===== config.mk =====
export PLATFORM = sky130hd
export DESIGN_NAME = dm_port_arbiter_flat
export DESIGN_NICKNAME = d
export VERILOG_FILES = /design/src/rtl/dm_port_arbiter_if.sv /design/src/rtl/dm_port_arbiter.sv /design/src/flat_wrapper.sv
export SDC_FILE = /design/constraint.sdc
export NUM_CORES = 1
export LEC_CHECK = 0
export ABC_CLOCK_PERIOD_IN_PS = 4350
export BUFFER_PORTS_ARGS = -buffer_cell sky130_fd_sc_hd__buf_2
export CAP_MARGIN = 30
export CORE_AREA = 10 10 206 208
export CTS_BUF_LIST = sky130_fd_sc_hd__clkbuf_2
export CTS_CLUSTER_SIZE = 25
export DETAILED_ROUTE_END_ITERATION = 6
export DIE_AREA = 0 0 216 218
export GPL_TIMING_DRIVEN = 0
export HOLD_SLACK_MARGIN = 0.03
export SYNTH_ARGS = -nofsm -noshare
export SYNTH_HDL_FRONTEND = slang
export SYNTH_SLANG_ARGS = --single-unit

===== constraint.sdc =====
create_clock -name clk -period 4.35 [get_ports clk]
set_input_delay 0.435 -clock clk [delete_from_list [all_inputs] [get_ports clk]]
set_output_delay 0.435 -clock clk [all_outputs]
set_load 0.02 [all_outputs]

===== src/rtl/dm_port_arbiter_if.sv =====
`default_nettype none
// ------------------------------------------------------------------
// dm_port_arbiter_if: core/aux request, response and data-memory bus
// Revision: 1.0
// ------------------------------------------------------------------
interface dm_port_arbiter_if #(
  parameter int ADDR_W = 64,
  parameter int DATA_W = 64,
  parameter int WEN_W  = 8
);
  logic              i_core_valid;
  logic [ADDR_W-1:0] i_core_addr;
  logic [WEN_W-1:0]  i_core_wen;
  logic [DATA_W-1:0] i_core_wdata;
  logic              o_core_ready;
  logic              o_core_rsp_valid;
  logic              o_core_stall;
  logic              i_aux_valid;
  logic              i_aux_lock;
  logic [ADDR_W-1:0] i_aux_addr;
  logic [WEN_W-1:0]  i_aux_wen;
  logic [DATA_W-1:0] i_aux_wdata;
  logic              o_aux_ready;
  logic              o_aux_rsp_valid;
  logic [DATA_W-1:0] o_rsp_rdata;
  logic [ADDR_W-1:0] o_dm_addr;
  logic [WEN_W-1:0]  o_dm_wen;
  logic [DATA_W-1:0] o_dm_wdata;
  logic [DATA_W-1:0] i_dm_rdata;

  modport slave (
    input  i_core_valid, i_core_addr, i_core_wen, i_core_wdata,
    input  i_aux_valid, i_aux_lock, i_aux_addr, i_aux_wen, i_aux_wdata,
    input  i_dm_rdata,
    output o_core_ready, o_core_rsp_valid, o_core_stall,
    output o_aux_ready, o_aux_rsp_valid, o_rsp_rdata,
    output o_dm_addr, o_dm_wen, o_dm_wdata
  );

  modport master (
    output i_core_valid, i_core_addr, i_core_wen, i_core_wdata,
    output i_aux_valid, i_aux_lock, i_aux_addr, i_aux_wen, i_aux_wdata,
    output i_dm_rdata,
    input  o_core_ready, o_core_rsp_valid, o_core_stall,
    input  o_aux_ready, o_aux_rsp_valid, o_rsp_rdata,
    input  o_dm_addr, o_dm_wen, o_dm_wdata
  );
endinterface
`default_nettype wire


===== src/rtl/dm_port_arbiter.sv =====
`default_nettype none
// ------------------------------------------------------------------
// dm_port_arbiter: core-priority data-memory arbiter with aux anti-starvation and lock bursts
// Revision: 1.0
// ------------------------------------------------------------------
module dm_port_arbiter #(
  parameter int ADDR_W       = 64,
  parameter int DATA_W       = 64,
  parameter int WEN_W        = 8,
  parameter int STARVE_LIMIT = 4,
  parameter int MAX_BURST    = 8
) (
  input  wire logic         clk,
  input  wire logic         rst_n,
  dm_port_arbiter_if.slave  bus
);
  localparam int c_starve_w = $clog2(STARVE_LIMIT) + 1;
  localparam int c_burst_w  = $clog2(MAX_BURST) + 1;

  localparam logic [1:0] c_core_pri  = 2'd0;
  localparam logic [1:0] c_aux_force = 2'd1;
  localparam logic [1:0] c_aux_lock  = 2'd2;

  localparam logic [c_starve_w-1:0] c_starve_one  = c_starve_w'(1);
  localparam logic [c_starve_w-1:0] c_starve_last = c_starve_w'(STARVE_LIMIT - 1);
  localparam logic [c_burst_w-1:0]  c_burst_one   = c_burst_w'(1);
  localparam logic [c_burst_w-1:0]  c_burst_max   = c_burst_w'(MAX_BURST);
  localparam logic                  c_lock_ok     = (MAX_BURST > 1);

  logic [1:0]            r_state, w_state_nxt;
  logic [c_starve_w-1:0] r_starve_cnt, w_starve_nxt;
  logic [c_burst_w-1:0]  r_burst_cnt, w_burst_nxt, w_burst_inc;
  logic                  r_idle, w_idle_nxt;
  logic                  r_rsp_pending, r_rsp_owner;
  logic                  w_grant_core, w_grant_aux, w_lock_exit;

  always_ff @(posedge clk or negedge rst_n) begin
    if (!rst_n) begin
      r_state      <= c_core_pri;
      r_starve_cnt <= '0;
      r_burst_cnt  <= '0;
      r_idle       <= 1'b0;
    end else begin
      r_state      <= w_state_nxt;
      r_starve_cnt <= w_starve_nxt;
      r_burst_cnt  <= w_burst_nxt;
      r_idle       <= w_idle_nxt;
    end
  end

  always_comb begin
    w_grant_core = 1'b0;
    w_grant_aux  = 1'b0;
    case (r_state)
      c_core_pri: begin
        w_grant_core = bus.i_core_valid;
        w_grant_aux  = bus.i_aux_valid & ~bus.i_core_valid;
      end
      c_aux_force: begin
        w_grant_aux  = bus.i_aux_valid;
        w_grant_core = bus.i_core_valid & ~bus.i_aux_valid;
      end
      c_aux_lock: w_grant_aux = bus.i_aux_valid;
      default: ;
    endcase
  end

  assign w_burst_inc = r_burst_cnt + c_burst_one;
  // r_idle marks one lock-held cycle without a request; a second one abandons the lock
  assign w_lock_exit = ~bus.i_aux_lock
                     | (w_grant_aux & (w_burst_inc == c_burst_max))
                     | (~bus.i_aux_valid & r_idle);

  always_comb begin
    w_state_nxt  = r_state;
    w_starve_nxt = r_starve_cnt;
    w_burst_nxt  = r_burst_cnt;
    w_idle_nxt   = r_idle;
    case (r_state)
      c_core_pri: begin
        if (bus.i_aux_valid & ~w_grant_aux) begin
          w_starve_nxt = r_starve_cnt + c_starve_one;
          if (r_starve_cnt == c_starve_last) w_state_nxt = c_aux_force;
        end else begin
          w_starve_nxt = '0;
        end
        if (w_grant_aux & bus.i_aux_lock & c_lock_ok) begin
          w_state_nxt = c_aux_lock;
          w_burst_nxt = c_burst_one;
          w_idle_nxt  = 1'b0;
        end
      end
      c_aux_force: begin
        w_starve_nxt = '0;
        w_idle_nxt   = 1'b0;
        if (w_grant_aux & bus.i_aux_lock & c_lock_ok) begin
          w_state_nxt = c_aux_lock;
          w_burst_nxt = c_burst_one;
        end else begin
          w_state_nxt = c_core_pri;
        end
      end
      c_aux_lock: begin
        if (w_grant_aux) begin
          w_burst_nxt = w_burst_inc;
          w_idle_nxt  = 1'b0;
        end else begin
          w_idle_nxt  = 1'b1;
        end
        if (w_lock_exit) begin
          w_state_nxt  = c_core_pri;
          w_burst_nxt  = '0;
          w_starve_nxt = '0;
          w_idle_nxt   = 1'b0;
        end
      end
      default: begin
        w_state_nxt  = c_core_pri;
        w_starve_nxt = '0;
        w_burst_nxt  = '0;
        w_idle_nxt   = 1'b0;
      end
    endcase
  end

  always_ff @(posedge clk or negedge rst_n) begin
    if (!rst_n) begin
      r_rsp_pending <= 1'b0;
      r_rsp_owner   <= 1'b0;
    end else begin
      r_rsp_pending <= (w_grant_core & ~|bus.i_core_wen) | (w_grant_aux & ~|bus.i_aux_wen);
      r_rsp_owner   <= w_grant_aux;
    end
  end

  assign bus.o_core_ready     = w_grant_core;
  assign bus.o_aux_ready      = w_grant_aux;
  assign bus.o_core_stall     = bus.i_core_valid & ~w_grant_core;
  assign bus.o_dm_addr        = w_grant_core ? bus.i_core_addr  : (w_grant_aux ? bus.i_aux_addr  : '0);
  assign bus.o_dm_wen         = w_grant_core ? bus.i_core_wen   : (w_grant_aux ? bus.i_aux_wen   : '0);
  assign bus.o_dm_wdata       = w_grant_core ? bus.i_core_wdata : (w_grant_aux ? bus.i_aux_wdata : '0);
  assign bus.o_core_rsp_valid = r_rsp_pending & ~r_rsp_owner;
  assign bus.o_aux_rsp_valid  = r_rsp_pending & r_rsp_owner;
  assign bus.o_rsp_rdata      = r_rsp_pending ? bus.i_dm_rdata : '0;
endmodule
`default_nettype wire

===== src/flat_wrapper.sv =====
// flat-port wrapper written by rule: the top's interface ports become plain ports
module dm_port_arbiter_flat 
#(
  parameter int ADDR_W       = 64,
  parameter int DATA_W       = 64,
  parameter int WEN_W        = 8,
  parameter int STARVE_LIMIT = 4,
  parameter int MAX_BURST    = 8
)
  (clk, rst_n, bus_i_core_valid, bus_i_core_addr, bus_i_core_wen, bus_i_core_wdata, bus_i_aux_valid, bus_i_aux_lock, bus_i_aux_addr, bus_i_aux_wen, bus_i_aux_wdata, bus_i_dm_rdata, bus_o_core_ready, bus_o_core_rsp_valid, bus_o_core_stall, bus_o_aux_ready, bus_o_aux_rsp_valid, bus_o_rsp_rdata, bus_o_dm_addr, bus_o_dm_wen, bus_o_dm_wdata);
  dm_port_arbiter_if #(.ADDR_W(ADDR_W), .DATA_W(DATA_W), .WEN_W(WEN_W)) bus_i ();
  input  wire logic clk;
  input  wire logic rst_n;
  input wire logic [$bits(bus_i.i_core_valid)-1:0] bus_i_core_valid;
  input wire logic [$bits(bus_i.i_core_addr)-1:0] bus_i_core_addr;
  input wire logic [$bits(bus_i.i_core_wen)-1:0] bus_i_core_wen;
  input wire logic [$bits(bus_i.i_core_wdata)-1:0] bus_i_core_wdata;
  input wire logic [$bits(bus_i.i_aux_valid)-1:0] bus_i_aux_valid;
  input wire logic [$bits(bus_i.i_aux_lock)-1:0] bus_i_aux_lock;
  input wire logic [$bits(bus_i.i_aux_addr)-1:0] bus_i_aux_addr;
  input wire logic [$bits(bus_i.i_aux_wen)-1:0] bus_i_aux_wen;
  input wire logic [$bits(bus_i.i_aux_wdata)-1:0] bus_i_aux_wdata;
  input wire logic [$bits(bus_i.i_dm_rdata)-1:0] bus_i_dm_rdata;
  output wire logic [$bits(bus_i.o_core_ready)-1:0] bus_o_core_ready;
  output wire logic [$bits(bus_i.o_core_rsp_valid)-1:0] bus_o_core_rsp_valid;
  output wire logic [$bits(bus_i.o_core_stall)-1:0] bus_o_core_stall;
  output wire logic [$bits(bus_i.o_aux_ready)-1:0] bus_o_aux_ready;
  output wire logic [$bits(bus_i.o_aux_rsp_valid)-1:0] bus_o_aux_rsp_valid;
  output wire logic [$bits(bus_i.o_rsp_rdata)-1:0] bus_o_rsp_rdata;
  output wire logic [$bits(bus_i.o_dm_addr)-1:0] bus_o_dm_addr;
  output wire logic [$bits(bus_i.o_dm_wen)-1:0] bus_o_dm_wen;
  output wire logic [$bits(bus_i.o_dm_wdata)-1:0] bus_o_dm_wdata;
  assign bus_i.i_core_valid = bus_i_core_valid;
  assign bus_i.i_core_addr = bus_i_core_addr;
  assign bus_i.i_core_wen = bus_i_core_wen;
  assign bus_i.i_core_wdata = bus_i_core_wdata;
  assign bus_i.i_aux_valid = bus_i_aux_valid;
  assign bus_i.i_aux_lock = bus_i_aux_lock;
  assign bus_i.i_aux_addr = bus_i_aux_addr;
  assign bus_i.i_aux_wen = bus_i_aux_wen;
  assign bus_i.i_aux_wdata = bus_i_aux_wdata;
  assign bus_i.i_dm_rdata = bus_i_dm_rdata;
  assign bus_o_core_ready = bus_i.o_core_ready;
  assign bus_o_core_rsp_valid = bus_i.o_core_rsp_valid;
  assign bus_o_core_stall = bus_i.o_core_stall;
  assign bus_o_aux_ready = bus_i.o_aux_ready;
  assign bus_o_aux_rsp_valid = bus_i.o_aux_rsp_valid;
  assign bus_o_rsp_rdata = bus_i.o_rsp_rdata;
  assign bus_o_dm_addr = bus_i.o_dm_addr;
  assign bus_o_dm_wen = bus_i.o_dm_wen;
  assign bus_o_dm_wdata = bus_i.o_dm_wdata;
  dm_port_arbiter #(.ADDR_W(ADDR_W), .DATA_W(DATA_W), .WEN_W(WEN_W), .STARVE_LIMIT(STARVE_LIMIT), .MAX_BURST(MAX_BURST)) u_core (.clk(clk), .rst_n(rst_n), .bus(bus_i));
endmodule

==> flow_summary_export.csv <==
group,metric,value,unit
cells_and_area,multiInputGateArea,2050,um2
critical_path,cp-end-kind,"output pin",
critical_path,worstPathArrival,2.73,ns
synth,seq_area_frac_synth,11.7,%
cells_and_area,area_growth_syn_to_layout,132,%
synth,synth-main-ff-cell,"dfrtp_1",
pwr,clockPowerShare,2.7,%
synth,synthCells,319,
timing,setup_viol,0,
routing,wl_per_cell,21.7,um
clock_tree,cts_root_buffer,"clkbuf_2",
critical_path,start_kind,"flip-flop",
pwr,p_total,0.00216,W
synth,synth_edf_count,0,
clock_tree,post_cts_resized,0,
synth,synth_most_common_cell,"a22o_1",
synth,ys_ff_latch,12,
pwr,sw_frac_of_total,61.0,%
placement,dp_hpwl,27800,um
clock_tree,clkSlewWorstSetupHoldPaths,0.11,ns
clock_tree,cts_sinks,12,
synth,async_reset_ff_share,100,%
status,outcome,"finished, final reports clean",
synth,synth_common_cells,"138 x a22o_1, 66 x and2_1, 23 x buf_2, 12 x dfrtp_1, 9 x clkbuf_1",
timing,finalSetupTns,0,ns
cells_and_area,finish.utilization,15.6,%
cells_and_area,fillers,4376,
synth,netlist_area,2580,um2
pwr,vdd_drop_max,0.154,mV
synth,yosys.area.top_type,"a22o_1",
floorplanning,rows,72,
timing,max_slew_margin,63.1,%
synth,ys_types,33,
critical_path,crit_required,3.91,ns
floorplanning,die-area,47100,um2
synth,syn_nets,668,
clock_tree,clk_latency,0.27,ns
floorplanning,fp.dieH,218,um
flow_run,maxCapViolCount,0,
pwr,combPwrFrac,89.8,%
timing,rsz0062_at_grt,"no",
routing,ant_nets,0,
routing,via_per_inst,3.69,
timing,skew,0.0185,ns
global_route,grt_usage,11.6,%
pwr,power_frac_seq,7.5,%
floorplanning,core,38300,um2
timing,hold_viol,0,
cells_and_area,seqCellArea,300,um2
cells_and_area,drive_gt1_share,67.3,%
cells_and_area,instances_no_fill,1386,
routing,route.detailed.drc,0,
floorplanning,start_util,6.73,%
floorplanning,num_io_pins,546,
critical_path,crit_type,"flip-flop to output pin",
placement,portBuffers,545,
clock_tree,post_cts_buffers,0,
pwr,leakage,3.59,nW
global_route,grt_pass1_vias,5555,
synth,synth_top_area_share,46.9,%
pwr,p_per_area,362,nW/um2
routing,drtIter0Drc,228,
cells_and_area,nets,1219,
pwr,p_int,0.000842,W
critical_path,cp_max_fo,10,
clock_tree,clockBufferDepth,2,
min_path,min-delay-path-class,"flip-flop to flip-flop",
timing,slew_violations,0,
pwr,p_switching,0.00132,W
clock_tree,htree_levels,1,
placement,place_congestion,0.949,
global_route,antenna_found_initial,3,
timing,tightest_slew,0.554,ns
synth,synth.top_cells.by_area,"a22o_1 47%, and2_1 16%, dfrtp_1 12%, buf_2 4.5%, ha_1 3.9%",
timing,min_period,3.17,ns
clock_tree,cts_tree,"yes",
placement,dp.cells,1382,
synth,avgSynthCellArea,8.08,um2
routing,first_pass_iters,4,
routing,drt_wl_total,30000,um
floorplanning,die_w,216,um
global_route,grt_remaining_overflow,0,
global_route,grt_first_pass_wirelength,40400,um
synth,yosys_warnings,0,
routing,num_vias,5116,
timing,period_share,72.8,%
cells_and_area,diodes,0,
global_route,grt_start_max_net_pins,13,
timing,max_freq,316,MHz
clock_tree,cts_buffers,3,
[power groups by stage]
| stage | Combinational (W) | Clock [W] | Sequential (W) |
|---|---|---|---|
| global placement | 0.00196 | 0 | 0.000164 |
| CTS | 0.00198 | 0.0000629 | 0.000163 |
| detailed placement | 0.00198 | 0 | 0.000166 |
| finish | 0.00194 | 0.0000575 | 0.000163 |
| floorplan | 0.00109 | 0 | 0.000159 |
| global route | 0.00206 | 0.0000721 | 0.000168 |
[per-stage QoR]
step / cell area (um2) / setup WS [ns] / hold slack (ns)
2_1_floorplan: 2580 / 2.15 / 0.139
3_3_place_gp: 5950 / 1.39 / 0.340
3_5_place_dp: 5950 / 1.37 / 0.346
4_1_cts: 5980 / 1.05 / 0.513
5_1_grt: 5980 / 0.874 / 0.501
6_report: 5980 / 1.18 / 0.523
[area by class of cell]
cell class	count	area share, %
flip-flops and latches	12	5.02
clock buffers	3	0.251
well taps	518	10.8
inverters	8	0.502
repair buffers	546	45.8
plain buffers	38	3.31
multi-input cells	261	34.3
[kinds of logic after synthesis]
group / synth area share, %
XOR/XNOR: 0.340
buffers and inverters: 8.84
AND/OR/NAND/NOR: 22.5
AO/OA/AOI/OAI: 51.9
multiplexers: 0.874
flip-flops: 11.7
adder cells (fa/ha/maj): 3.88
[metal layers]
layer,global-route usage (%),routed length [um],vias up
li1,-,-,2350
met1,13.7,12100,2361
met2,20.1,14400,391
met3,4.56,3340,12
met4,0.746,166,2
met5,0,12,-
[worst max-delay path, cell delays in order, from the launching register on]
cell     delay, ns
dfrtp_1       0.42
inv_1         0.11
ha_1          0.31
a21oi_1       0.09
nor2b_1       0.11
buf_2         0.16
buf_2         0.32
buf_2         0.44
a22o_1        0.26
buf_2         0.24
[flip-flops by register name, indices dropped and copies added (netlist names)]
name / count
u_core.r_rsp_owner: 1
u_core.r_burst_cnt: 4
u_core.r_idle: 1
u_core.r_starve_cnt: 3
u_core.r_state: 2
u_core.r_rsp_pending: 1
[cell usage in the layout, fill, tap and decap left out, types with 2 or more instances in the layout]
cell,instances
dfrtp_1,12
ha_1,8
nand2_1,6
buf_4,5
nand2b_1,2
clkbuf_1,9
o21ai_0,2
a21oi_1,3
nor2_1,5
a22o_1,138
clkbuf_2,3
inv_1,7
nor4_1,4
buf_2,568
nand3_1,7
and2_1,66
mux2_2,2
nor2b_1,2
o41ai_1,3
[worst paths after layout]
check                                            from                     to  slack [ns]  cells after the start
min in group asynchronous                       rst_n     u_core.r_rsp_owner        0.56                      2
worst max-delay path                u_core.r_state[0]        bus_o_dm_wen[0]        1.18                      9
worst min register to register  u_core.r_burst_cnt[3]  u_core.r_burst_cnt[3]        0.52                      2
max in group asynchronous                       rst_n  u_core.r_burst_cnt[2]        3.53                      2
worst max register to register      u_core.r_state[0]   u_core.r_rsp_pending        2.27                      8
worst min-delay path            u_core.r_burst_cnt[3]  u_core.r_burst_cnt[3]        0.52                      2
[timing repair]
item                                   4_1_cts  5_1_grt
setup endpoints to repair                    0        0
hold buffers                                 1        0
endpoints found under the hold margin        6        0
No activity file was read; power rests on OpenSTA's default activity.
